File: config.mk
export PLATFORM = sky130hd
export DESIGN_NAME = instr_dec_mc
export DESIGN_NICKNAME = d
export VERILOG_FILES = /design/src/rtl/instr_dec_mc.sv
export SDC_FILE = /design/constraint.sdc
export NUM_CORES = 1
export LEC_CHECK = 0
export ABC_AREA = 1
export BUFFER_PORTS_ARGS = -buffer_cell sky130_fd_sc_hd__buf_4
export CAP_MARGIN = 10
export CORE_UTILIZATION = 36
export DETAILED_ROUTE_END_ITERATION = 6
export PLACE_DENSITY_LB_ADDON = 0.08
export SLEW_MARGIN = 10
export SYNTH_ARGS = -nofsm -noshare
export SYNTH_HDL_FRONTEND = slang
export SYNTH_SLANG_ARGS = --single-unit
File: constraint.sdc
create_clock -name clk -period 2.3 [get_ports clk]
set_clock_uncertainty 0.2 [all_clocks]
set_input_delay 0.46 -clock clk [delete_from_list [all_inputs] [get_ports clk]]
set_output_delay 0.46 -clock clk [all_outputs]
set_load 0.01 [all_outputs]
File: src/rtl/instr_dec_mc.sv
// instr_dec_mc: opcode decoder for the stack FP core with stall FSM for channel input and fixed-latency divide.
// Illegal opcodes decode to a NOP and pulse illegal for one cycle.
module instr_dec_mc #(
    parameter int NBDATA = 32,
    parameter int NBOPCO = 6,
    parameter int NBOPER = 9,
    parameter int MDATAW = 8,
    parameter int NUMIOS = 4,
    parameter int DIVCYC = 4,
    localparam int NBIOAD = (NUMIOS > 1) ? $clog2(NUMIOS) : 1
) (
    input  logic              clk,
    input  logic              rst,
    input  logic [NBOPCO-1:0] opcode,
    input  logic [NBOPER-1:0] operand,
    output logic              stall,
    output logic              dsp_push,
    output logic              dsp_pop,
    output logic              mem_wr,
    output logic [MDATAW-1:0] mem_addr,
    input  logic [NBDATA-1:0] mem_data_in,
    output logic [3:0]        ula_op,
    output logic              acc_wr,
    output logic [NBDATA-1:0] ula_data,
    input  logic [NBDATA-1:0] io_in,
    input  logic              in_ack,
    output logic              req_in,
    output logic [NBIOAD-1:0] io_addr,
    output logic              out_en,
    output logic              srf,
    output logic              neg,
    output logic              illegal
);
    typedef enum logic [1:0] {IDLE, WAIT_IN, WAIT_DIV} state_t;

    state_t            state_q, state_d;
    logic [3:0]        ula_op_q, ula_op_d;
    logic              acc_wr_q, acc_wr_d, req_in_q, req_in_d, out_en_q, out_en_d;
    logic              srf_q, srf_d, neg_q, neg_d, illegal_q, illegal_d, sel_io_q, sel_io_d;
    logic [NBIOAD-1:0] io_addr_q, io_addr_d;
    logic [NBDATA-1:0] io_lat_q, io_lat_d;
    logic [7:0]        cnt_q, cnt_d;

    logic       legal, push_f, pop_f, wr_f, srf_f, neg_f, out_f, is_in, is_div, idle;
    logic [3:0] ula_f;

    always_comb begin
        legal = 1'b1;
        ula_f = 4'd0;
        push_f = 1'b0;
        pop_f = 1'b0;
        wr_f = 1'b0;
        srf_f = 1'b0;
        neg_f = 1'b0;
        out_f = 1'b0;
        case (int'(opcode))
            0: ula_f = 4'd1;
            1: begin ula_f = 4'd1; push_f = 1'b1; wr_f = 1'b1; end
            2: wr_f = 1'b1;
            3: begin ula_f = 4'd1; wr_f = 1'b1; pop_f = 1'b1; end
            4: begin push_f = 1'b1; wr_f = 1'b1; end
            5, 6, 7, 8: ;
            9: begin pop_f = 1'b1; srf_f = 1'b1; end
            10: begin ula_f = 4'd1; pop_f = 1'b1; end
            11: begin pop_f = 1'b1; out_f = 1'b1; end
            12: ula_f = 4'd5;
            14: ula_f = 4'd2;
            15: begin ula_f = 4'd2; pop_f = 1'b1; end
            16: ula_f = 4'd3;
            17: begin ula_f = 4'd3; pop_f = 1'b1; end
            18: ula_f = 4'd4;
            19: begin ula_f = 4'd4; pop_f = 1'b1; end
            24: ula_f = 4'd9;
            25: begin ula_f = 4'd9; pop_f = 1'b1; end
            28: ula_f = 4'd11;
            29: begin ula_f = 4'd11; pop_f = 1'b1; end
            36: ula_f = 4'd8;
            38: ula_f = 4'd7;
            39: begin ula_f = 4'd7; pop_f = 1'b1; end
            40: ula_f = 4'd10;
            41: begin ula_f = 4'd10; pop_f = 1'b1; end
            42: ula_f = 4'd6;
            43: begin ula_f = 4'd6; pop_f = 1'b1; end
            44: begin wr_f = 1'b1; neg_f = 1'b1; end
            45: begin ula_f = 4'd1; wr_f = 1'b1; pop_f = 1'b1; neg_f = 1'b1; end
            default: legal = 1'b0;
        endcase
    end

    assign is_in  = int'(opcode) == 10;
    assign is_div = int'(opcode) == 18 || int'(opcode) == 19;
    assign idle   = state_q == IDLE;

    // Stack/memory strobes only in IDLE so a held opcode fires them once.
    assign dsp_push = idle && push_f;
    assign dsp_pop  = idle && pop_f;
    assign mem_wr   = idle && wr_f;
    assign mem_addr = operand[MDATAW-1:0];
    assign stall    = !idle || is_in || (is_div && DIVCYC != 0);
    assign ula_data = sel_io_q ? io_lat_q : mem_data_in;

    always_comb begin
        state_d = state_q;
        ula_op_d = ula_op_q;
        acc_wr_d = 1'b0;
        req_in_d = req_in_q;
        io_addr_d = io_addr_q;
        out_en_d = 1'b0;
        srf_d = 1'b0;
        neg_d = 1'b0;
        illegal_d = 1'b0;
        sel_io_d = sel_io_q;
        io_lat_d = io_lat_q;
        cnt_d = cnt_q;
        case (state_q)
            IDLE: begin
                sel_io_d = 1'b0;
                req_in_d = 1'b0;
                if (!legal) begin
                    illegal_d = 1'b1;
                    ula_op_d = 4'd0;
                end else if (is_in) begin
                    ula_op_d = 4'd1;
                    req_in_d = 1'b1;
                    io_addr_d = operand[NBIOAD-1:0];
                    sel_io_d = 1'b1;
                    state_d = WAIT_IN;
                end else if (is_div) begin
                    ula_op_d = 4'd4;
                    if (DIVCYC == 0) begin
                        acc_wr_d = 1'b1;
                    end else begin
                        cnt_d = 8'(DIVCYC - 1);
                        state_d = WAIT_DIV;
                    end
                end else begin
                    ula_op_d = ula_f;
                    acc_wr_d = ula_f != 4'd0;
                    out_en_d = out_f;
                    srf_d = srf_f;
                    neg_d = neg_f;
                end
            end
            WAIT_IN: if (in_ack) begin
                io_lat_d = io_in;
                req_in_d = 1'b0;
                acc_wr_d = 1'b1;
                state_d = IDLE;
            end
            WAIT_DIV: if (cnt_q == 8'd0) begin
                acc_wr_d = 1'b1;
                state_d = IDLE;
            end else begin
                cnt_d = cnt_q - 8'd1;
            end
            default: state_d = IDLE;
        endcase
    end

    always_ff @(posedge clk or posedge rst) begin
        if (rst) begin
            state_q <= IDLE;
            ula_op_q <= 4'd0;
            acc_wr_q <= 1'b0;
            req_in_q <= 1'b0;
            io_addr_q <= '0;
            out_en_q <= 1'b0;
            srf_q <= 1'b0;
            neg_q <= 1'b0;
            illegal_q <= 1'b0;
            sel_io_q <= 1'b0;
            io_lat_q <= '0;
            cnt_q <= 8'd0;
        end else begin
            state_q <= state_d;
            ula_op_q <= ula_op_d;
            acc_wr_q <= acc_wr_d;
            req_in_q <= req_in_d;
            io_addr_q <= io_addr_d;
            out_en_q <= out_en_d;
            srf_q <= srf_d;
            neg_q <= neg_d;
            illegal_q <= illegal_d;
            sel_io_q <= sel_io_d;
            io_lat_q <= io_lat_d;
            cnt_q <= cnt_d;
        end
    end

    assign ula_op  = ula_op_q;
    assign acc_wr  = acc_wr_q;
    assign req_in  = req_in_q;
    assign io_addr = io_addr_q;
    assign out_en  = out_en_q;
    assign srf     = srf_q;
    assign neg     = neg_q;
    assign illegal = illegal_q;
endmodule

==> results.cfg, run 1 <==
[clocking]
clk_path_buf_depth = 2
clk_pin_slew_ps = 110
cts_root_buffer = clkbuf_8
cts_made_buffers = 5
cts.sinks = 55
h-tree-depth = 2
cts_tree = done
clk_latency_ps = 310

[power_and_ir_drop]
p_seq_frac = 0.466
clkPwrFrac = 0.195
switchingPower_mw = 1.034
power_frac_comb = 0.339
p_leak_nw = 2.468
vdd_drop_max_mv = 0.3604
p_total_mw = 2.935
p_int_mw = 1.900
power_switching_share = 0.3525
power_density_nw_per_um2 = 690.9

[worst_hold_path]
hold_depth = 2
min-delay-start = in_ack
hp-class = primary input to flip-flop
hold_end = state_q[0]$_DFFE_PP0P_

[logic_synthesis]
syn_area_per_cell_um2 = 6.977
synth_mux_area_frac = 0.007270
synth_edf_count = 0
syn_inst = 444
synth_nets = 528
synth_compound_area_frac = 0.04685
synth_area_um2 = 3098
synth_cell_types = 31
yosys_register_bits = 55
synth_common_cells = 235 x nand2_1, 55 x dfrtp_1, 29 x nand3_1, 23 x nor2_1, 22 x inv_1
synth_fa_ha_area_frac = 0.008078
async_reset_ff_frac = 1.000
yosysMostFrequentCell = nand2_1
synth_area_leaders = dfrtp_1 44%, nand2_1 28%, nand3_1 4.7%
synth_top_flop_cell = dfrtp_1
yosysSeqAreaShare = 0.4443
synth-xor-area-share = 0.008481
synth_area_leader_cell = dfrtp_1
synth-warning-count = 0
synth_top_family_by_area = simple AND/OR/NAND/NOR gates
yosys.area_share.simple = 0.4156
synth.top_cell.area_share = 0.4443

[setup_path]
cp.depth = 5
worstRegToRegCells = 6
rrSetupSlack_ps = 440
timing.rr.start = state_q[1]$_DFFE_PP0P_
path_class = flip-flop to primary output
crit_required_ps = 1640
timing.rr.end = cnt_q[1]$_DFFE_PP0P_
critPathArrivalTime_ps = 1510
crit_slowest_cell = dfrtp_1
crit_buf_inv = 2
critPathTopFamily = simple AND/OR/NAND/NOR gates
cpPeakStageDelay_ps = 430
worstPathCellList = nor2_2 > nand2_2 > nor2_1 > inv_1 > buf_4
cp-start-kind = flip-flop
endpoint_kind = primary output
path_max_fanout = 6

[outcome]
status = complete, no violations

[die]
num_rows = 33
initial_core_util = 0.3752
ios = 138
core_area_um2 = 8258
fp.dieH_um = 94.77
dieArea_um2 = 8980
die_w_um = 94.77

[cells_and_area]
drive_gt1_frac = 0.2880
num-nets-final = 649
n_antenna_cell = 0
area_delta_synth_final_pct = 37.12
stdcell_count = 671
finish.utilization = 0.5144

[drt]
antenna_left = 0
drt_iter0_markers = 97
vias = 3095
post_drt_wl_per_cell_um = 11.82
drc = 0
vias_per_cell = 4.613
wirelength_um = 7930
drt-pass1-iter-count = 4

[sta]
tns_ps = 0
rsz0062_at_grt = false
worstMarginPinSlew_ps = 350.0
finalSetupViolCount = 0
max_slew_margin = 0.7667
slew_violations = 0
fin_crit_ps = 2173
timing.final.crit_share = 0.9449
fmax_ghz = 0.4601
hold_viol_final = 0

[global_routing]
grt_max_degree = 56
grtUsageTotal = 0.1751
overflow = 0
grt_pass1_wl_um = 12380
grt_pass1_vias = 2708
antenna_found_initial = 0

[placed_design]
io_buffers = 124
place_inst = 662
gp_congestion = 0.9087
hpwl_um = 5836

[flow_run]
cap_viol_max_count = 0
worst max-delay path by stage:
stage | from | end | slack, ps
floorplan | rst | acc_wr$_DFF_PP0_ | 300
CTS | state_q[0]$_DFFE_PP0P_ | dsp_push | 50
global placement | opcode[1] | dsp_pop | 180
detailed placement | opcode[3] | dsp_pop | 180
finish | state_q[1]$_DFFE_PP0P_ | stall | 130
global route | opcode[1] | dsp_pop | 10
area by class of cell:
| cell class | count | area, um2 |
|---|---|---|
| clock buffers | 5 | 68.82 |
| clock inverters | 3 | 27.53 |
| fillers | 856 | 4010 |
| inverters | 25 | 93.84 |
| multi-input cells | 341 | 1506 |
| flip-flops and latches | 55 | 1376 |
| well taps | 105 | 131.4 |
| repair buffers | 137 | 1044 |
worst reg2reg max path: stages (launching register included):
cell and delay, ps:
dfrtp_1 430, nor2_2 290, buf_4 200, nand2_1 110, a21boi_4 300, nand3_1 110, o21a_1 120
logic make-up (layout without fill, tap and decap cells):
group | Yosys count | in the layout
simple gates | 311 | 311
flops | 55 | 55
buf+inv | 48 | 170
fa+ha+maj | 2 | 2
compound gates | 23 | 23
xor+xnor | 3 | 3
mux | 2 | 2
stage by stage:
stage | instance area (um2) | hold WS [ps] | setup WS [ps]
after detailed placement | 4141 | 264.3 | 184.6
after floorplan | 3098 | 248.7 | 297.1
final | 4248 | 130.1 | 126.7
after CTS | 4248 | 121.7 | 50.19
after global routing | 4248 | 123.9 | 14.18
after global placement | 4141 | 262.2 | 179.1
power by group through the flow:
stage                     logic [mW]  registers, mW  clock network [mW]
after floorplan                0.602           1.37                   0
after global placement         0.978           1.38                   0
after detailed placement       0.998           1.38                   0
after CTS                       1.01           1.37               0.590
after global routing            1.12           1.40               0.619
final                          0.995           1.37               0.573
timing repair:
item	in CTS	in global routing
hold endpoints to repair	10	0
resized for setup	0	1
buffers inserted	0	0
endpoints found under the setup margin	0	2
hold buffers	1	0
routing by layer:
| metal | part of all wire | track usage | wire length, um |
|---|---|---|---|
| met3 | 0.063 | 0.03140 | 497 |
| met2 | 0.47 | 0.3010 | 3736 |
| met5 | 0 | 0 | 0 |
| met1 | 0.46 | 0.2281 | 3630 |
| met4 | 0.0083 | 0.04040 | 66 |
registers in the layout, indices dropped and copies added, names as in the netlist:
signal and flops:
req_in 1, sel_io_q 1, io_lat_q 32, acc_wr 1, cnt_q 8, illegal 1, out_en 1, srf 1
state_q 2, neg 1, ula_op 4, io_addr 2
cells in the final DEF (no fill, tap or decap), drive strengths merged, types with 2 or more instances in the layout:
cell    synthesis  routed
inv            24      26
ha              2       2
a31oi           3       3
nor2           30      30
nor3            3       3
nand2         238     238
nand4           6       6
mux2            2       2
o21ai          12      12
dfrtp          55      55
xor2            2       2
clkbuf         11       5
a21oi           2       2
nand3          31      31
o31ai           3       3
buf            12     136
Note: power is estimated with default switching activity, not from simulation.
==> run 2, diff against run 1 <==
--- a/config.mk
+++ b/config.mk
@@ -5,7 +5,6 @@
 export SDC_FILE = /design/constraint.sdc
 export NUM_CORES = 1
 export LEC_CHECK = 0
-export ABC_AREA = 1
 export BUFFER_PORTS_ARGS = -buffer_cell sky130_fd_sc_hd__buf_4
 export CAP_MARGIN = 10
 export CORE_UTILIZATION = 36
==> run 2 against run 1 <==
  * Routed wire length decreased by 3.7%
  * Sequential share of layout area decreased by 1.1 points
  * Critical endpoint is now cnt_q[5]$_DFFE_PP0P_
  * Clock power decreased by 2%
==> results.cfg, run 2 <==
[cells_and_area]
final_cell_mix = 146 x buf_4, 65 x mux2_2, 54 x dfrtp_1, 18 x nand2_1, 17 x nor2_1
n_antenna_cell = 0
top_register = io_lat_q
stdcell_count = 525
final_common_cell = buf_4
largest_reg_flops = 32
area_delta_synth_final_pct = 39.25
drive_gt1_frac = 0.5738
finish.utilization = 0.5259
num-nets-final = 503

[placed_design]
hpwl_um = 5724
io_buffers = 124
gp_congestion = 0.8471
pre_cts_ws_ps = -18.10
place_inst = 512

[logic_synthesis]
syn_inst = 290
synth-xor-area-share = 0.008300
async_reset_ff_frac = 1.000
synth_mux_area_frac = 0.2407
synth_area_um2 = 3166
synth_fa_ha_area_frac = 0.007905
synth_top_flop_cell = dfrtp_1
yosys.area_share.simple = 0.1494
synth_top_family_by_area = multiplexers
synth_edf_count = 0
synth.top_cell.area_share = 0.4348
yosysSeqAreaShare = 0.4348
synth_cell_types = 51
synth-warning-count = 0
synth_area_leader_cell = dfrtp_1
synth_nets = 374
synth_compound_area_frac = 0.1047
yosys_register_bits = 55
syn_area_per_cell_um2 = 10.92
synth_area_leaders = dfrtp_1 43%, mux2_2 23%, o21ai_0 2.5%
yosysMostFrequentCell = mux2_2
synth_common_cells = 65 x mux2_2, 55 x dfrtp_1, 18 x nand2_1, 17 x nor2_1, 16 x o21ai_0

[sta]
finalSetupViolCount = 0
timing.final.ws_setup_ps = 66.87
fin_crit_ps = 2233
worstMarginPinSlew_ps = 411.9
fmax_ghz = 0.4478
hold_viol_final = 0
slew_violations = 0
rsz0062_at_grt = false
max_slew_margin = 0.7233
timing.final.crit_share = 0.9709
tns_ps = 0

[drt]
wirelength_um = 7636
vias_per_cell = 4.949
antenna_left = 0
vias = 2598
drt-pass1-iter-count = 4
post_drt_wl_per_cell_um = 14.54
drt_iter0_markers = 35
drc = 0

[clocking]
clk_pin_slew_ps = 100
cts_root_buffer = clkbuf_8
clk_path_buf_depth = 2
cts_made_buffers = 5
cts_tree = done
cts.sinks = 55
clk_latency_ps = 300
h-tree-depth = 2

[die]
ios = 138
die_w_um = 95.77
core_area_um2 = 8382
initial_core_util = 0.3777
dieArea_um2 = 9172
num_rows = 33
fp.dieH_um = 95.77

[setup_path]
endpoint_kind = flip-flop
crit_required_ps = 2330
cp-start-kind = flip-flop
path_max_fanout = 8
path_class = flip-flop to flip-flop
critPathArrivalTime_ps = 2270

[power_and_ir_drop]
vdd_drop_max_mv = 0.4004
power_density_nw_per_um2 = 738.6
p_leak_nw = 2.133

[flow_run]
cap_viol_max_count = 0

[global_routing]
grt_max_degree = 40
grt_pass1_wl_um = 11700
overflow = 0
antenna_found_initial = 0
grt_pass1_vias = 2431
grtUsageTotal = 0.1658

[outcome]
status = complete, no violations

[worst_hold_path]
hp-class = primary input to flip-flop
-- run 2: cell count changes after synthesis, moves of 4 or more --
cell / previous run / this run
nor2_2: 5 / 0
buf_2: 4 / 9
or3_1: 0 / 5
a21oi_1: 2 / 7
nand3_1: 29 / 5
mux2_2: 2 / 65
inv_1: 22 / 4
o21ai_0: 12 / 16
nand2_1: 235 / 18
nor2_1: 23 / 17
nand2b_1: 0 / 11
nand4_1: 6 / 0
-- run 2: final cells by class --
type                    count  area, um2
fillers                   758       3974
multi-input cells         202       1630
flip-flops and latches     55       1378
repair buffers            149       1146
well taps                 105      131.4
clock buffers               6      82.58
inverters                   6      23.77
clock inverters             2      16.27
-- run 2: routing by layer --
metal,up-vias,global-route usage,share of wire
li1,1292,-,-
met1,1206,0.2186,0.45
met2,93,0.2732,0.47
met3,7,0.03870,0.070
met4,0,0.04478,0.0089
met5,-,0,0
-- run 2: kinds of logic (layout without fill, tap and decap cells) --
family | count (synthesis) | after routing
adder cells (fa/ha/maj) | 2 | 2
flip-flops | 55 | 55
AO/OA/AOI/OAI | 50 | 50
buffers and inverters | 33 | 163
multiplexers | 67 | 67
XOR/XNOR | 3 | 3
AND/OR/NAND/NOR | 80 | 80
-- run 2: worst max-delay path, cell delays in order (launching register included) --
cell	delay, ps
dfrtp_2	440
inv_1	90
ha_1	170
or4b_4	510
o21a_1	220
o21bai_4	230
buf_4	150
o21ai_0	80
o21ai_0	70
-- run 2: final timing paths --
path / startpoint / to / slack, ps / depth (start not counted)
worst max-delay path: cnt_q[0]$_DFFE_PP0P_ / cnt_q[5]$_DFFE_PP0P_ / 70 / 8
worst min register to register: ula_op[3]$_DFFE_PP0P_ / ula_op[3]$_DFFE_PP0P_ / 290 / 2
min in group asynchronous: rst / io_lat_q[1]$_DFFE_PP0P_ / 480 / 3
worst max register to register: cnt_q[0]$_DFFE_PP0P_ / cnt_q[5]$_DFFE_PP0P_ / 70 / 8
max in group asynchronous: rst / cnt_q[0]$_DFFE_PP0P_ / 880 / 4
worst min-delay path: io_in[24] / io_lat_q[24]$_DFFE_PP0P_ / 180 / 2
-- run 2: power by group --
group / total [mW] / internal [mW] / switching, mW
sequential: 1.43 / 1.26 / 0.167
combinational: 1.26 / 0.676 / 0.586
clock: 0.562 / 0.246 / 0.316
total: 3.26 / 2.19 / 1.07
-- run 2: timing repair --
action                                 4_1_cts  5_1_grt
gates resized for setup                      4        2
hold buffers                                 1        0
setup buffers                                0        4
pin swaps                                    2        3
setup endpoints to repair                    1        4
endpoints found under the hold margin       16        0
-- run 2: stage by stage --
step           hold WS (ps)  instance area [um2]  power, mW
6_report              177.4                 4408      3.256
2_1_floorplan         248.8                 3166      2.176
3_5_place_dp          266.8                 4255      2.648
5_1_grt               150.1                 4408      3.512
3_3_place_gp          265.8                 4255      2.625
4_1_cts               164.5                 4377      3.231
==> run 3, diff against run 2 <==
--- a/config.mk
+++ b/config.mk
@@ -9,7 +9,9 @@
 export CAP_MARGIN = 10
 export CORE_UTILIZATION = 36
 export DETAILED_ROUTE_END_ITERATION = 6
+export MAX_ROUTING_LAYER = met4
 export PLACE_DENSITY_LB_ADDON = 0.08
+export REMOVE_ABC_BUFFERS = 1
 export SLEW_MARGIN = 10
 export SYNTH_ARGS = -nofsm -noshare
 export SYNTH_HDL_FRONTEND = slang
==> run 3 against run 2 <==
  * Clock power fell by 4.1%
  * Sequential cell count did not move
  * Sequential share of layout area fell by 0.097 points
  * Utilization rose by 0.16 points
  * Global-route usage rose by 0.44 points
  * Combinational power barely moved
  * Fmax rose by 3.0%
  * Hold slack barely moved
  * First-iteration DRC count rose by 29%
  * Final cell count fell by 0.38%
  * Register-to-register slack improved by 70 ps
  * Critical endpoint is now mem_wr
==> results.cfg, run 3 (synthesis gave the netlist of run 2 again) <==
[setup_path]
crit_slowest_cell = or3_1
worstPathCellList = buf_4 > or3_1 > nand2_1 > nand3b_1 > a211oi_2 > buf_4
crit_buf_inv = 2
critPathArrivalTime_ps = 1510
crit_required_ps = 1640
critPathTopFamily = simple AND/OR/NAND/NOR gates
cp_common_cell = buf_4
cp-start-kind = primary input
setup.worst_path.start = opcode[3]
path_class = primary input to primary output
path_max_fanout = 12
timing.rr.start = cnt_q[0]$_DFFE_PP0P_
cpPeakStageDelay_ps = 370
endpoint_kind = primary output

[sta]
tns_ps = 0
rsz0062_at_grt = false
slew_violations = 0
holdWs_ps = 177.2
timing.final.crit_share = 0.9427
worstMarginPinSlew_ps = 429.7
fmax_ghz = 0.4612
fin_crit_ps = 2168
hold_viol_final = 0
finalSetupViolCount = 0
max_slew_margin = 0.7113

[die]
dieArea_um2 = 9172
fp.dieH_um = 95.77
ios = 138
num_rows = 33
initial_core_util = 0.3777
core_area_um2 = 8382
die_w_um = 95.77

[cells_and_area]
multiInputGateArea_um2 = 1662
final_cell_mix = 142 x buf_4, 65 x mux2_2, 54 x dfrtp_1, 18 x nand2_1, 17 x nor2_1
seq_area_um2 = 1378
final_common_cell = buf_4
n_antenna_cell = 0
fillers = 767
area_delta_synth_final_pct = 39.68
num-nets-final = 501
drive_gt1_frac = 0.5766
top_register = io_lat_q
largest_reg_flops = 32

[outcome]
status = complete, no violations

[clocking]
clk_pin_slew_ps = 100
cts.sinks = 55
h-tree-depth = 2
clk_path_buf_depth = 2
clk_latency_ps = 310
cts_root_buffer = clkbuf_8
cts_tree = done
cts_made_buffers = 5

[drt]
antenna_left = 0
post_drt_wl_per_cell_um = 14.37
drc = 0
vias_per_cell = 5.042
drt-pass1-iter-count = 4
wirelength_um = 7516
vias = 2637
drt_iter0_markers = 45

[global_routing]
grtUsageTotal = 0.1703
grt_max_degree = 35
global_route.usage.met3 = 0.03555
met1_usage = 0.2155
grt_pass1_wl_um = 11790
grt_pass1_vias = 2479
antenna_found_initial = 0
overflow = 0
grt_busiest_layer = met2
grt_use_met2 = 0.2774

[worst_hold_path]
hp-class = primary input to flip-flop
min-delay-start = io_in[10]

[placed_design]
hpwl_um = 5537
io_buffers = 124
gp_congestion = 0.8198

[power_and_ir_drop]
power_density_nw_per_um2 = 731.9
vdd_drop_max_mv = 0.2939
p_leak_nw = 2.133
p_total_mw = 3.236

[flow_run]
cap_viol_max_count = 0
## run 3: layout make-up
cell class,instances,area share
Timing Repair Buffer,146,0.2569
Multi-Input combinational cell,203,0.3758
Sequential cell,55,0.3115
Inverter,6,0.005376
Clock inverter,3,0.005093
Tap cell,105,0.02971
Clock buffer,5,0.01556
## run 3: worst reg2reg max path: stages, from the launching register on
cell      delay (ps)
dfrtp_2          450
inv_1             90
ha_1             150
or4b_4           500
o21a_2           280
o21bai_4         200
o21ai_0          120
o41ai_1           70
## run 3: power by group
group	total (mW)	switching [mW]	internal, mW
clock network	0.539	0.320	0.219
logic	1.27	0.589	0.679
registers	1.43	0.165	1.26
total	3.24	1.07	2.16
## run 3: metrics by stage
step	setup WS, ps	instance area, um2	std cells	utilization
after floorplan	96.37	3018	263	-
after global placement	101.3	4260	511	0.5083
after detailed placement	86.09	4260	511	0.5083
after CTS	11.76	4375	521	0.5220
after global routing	14.18	4422	523	0.5275
final	131.8	4422	523	0.5275
## run 3: metal layers
layer / share of wire / routed length [um]
met3: 0.073 / 551
met4: 0.0097 / 73
met5: 0 / 0
met2: 0.46 / 3467
met1: 0.46 / 3424
## run 3: path summary, 6_finish.rpt
kind / to / slack (ps) / depth (start not counted)
setup / recovery: mem_wr / 130 / 6
hold / removal: io_lat_q[10]$_DFFE_PP0P_ / 180 / 2
setup reg to reg: cnt_q[7]$_DFFE_PP0P_ / 140 / 7
hold reg to reg: cnt_q[7]$_DFFE_PP0P_ / 290 / 1
max in group asynchronous: io_addr[1]$_DFFE_PP0P_ / 890 / 4
min in group asynchronous: io_lat_q[30]$_DFFE_PP0P_ / 490 / 3
## run 3: what timing repair did
item,4_1_cts,5_1_grt
endpoints found under the hold margin,15,0
hold buffers,1,0
endpoints found under the setup margin,1,8
pin swaps,2,2
gates cloned,0,1
setup buffers,1,1
gates resized for setup,3,6
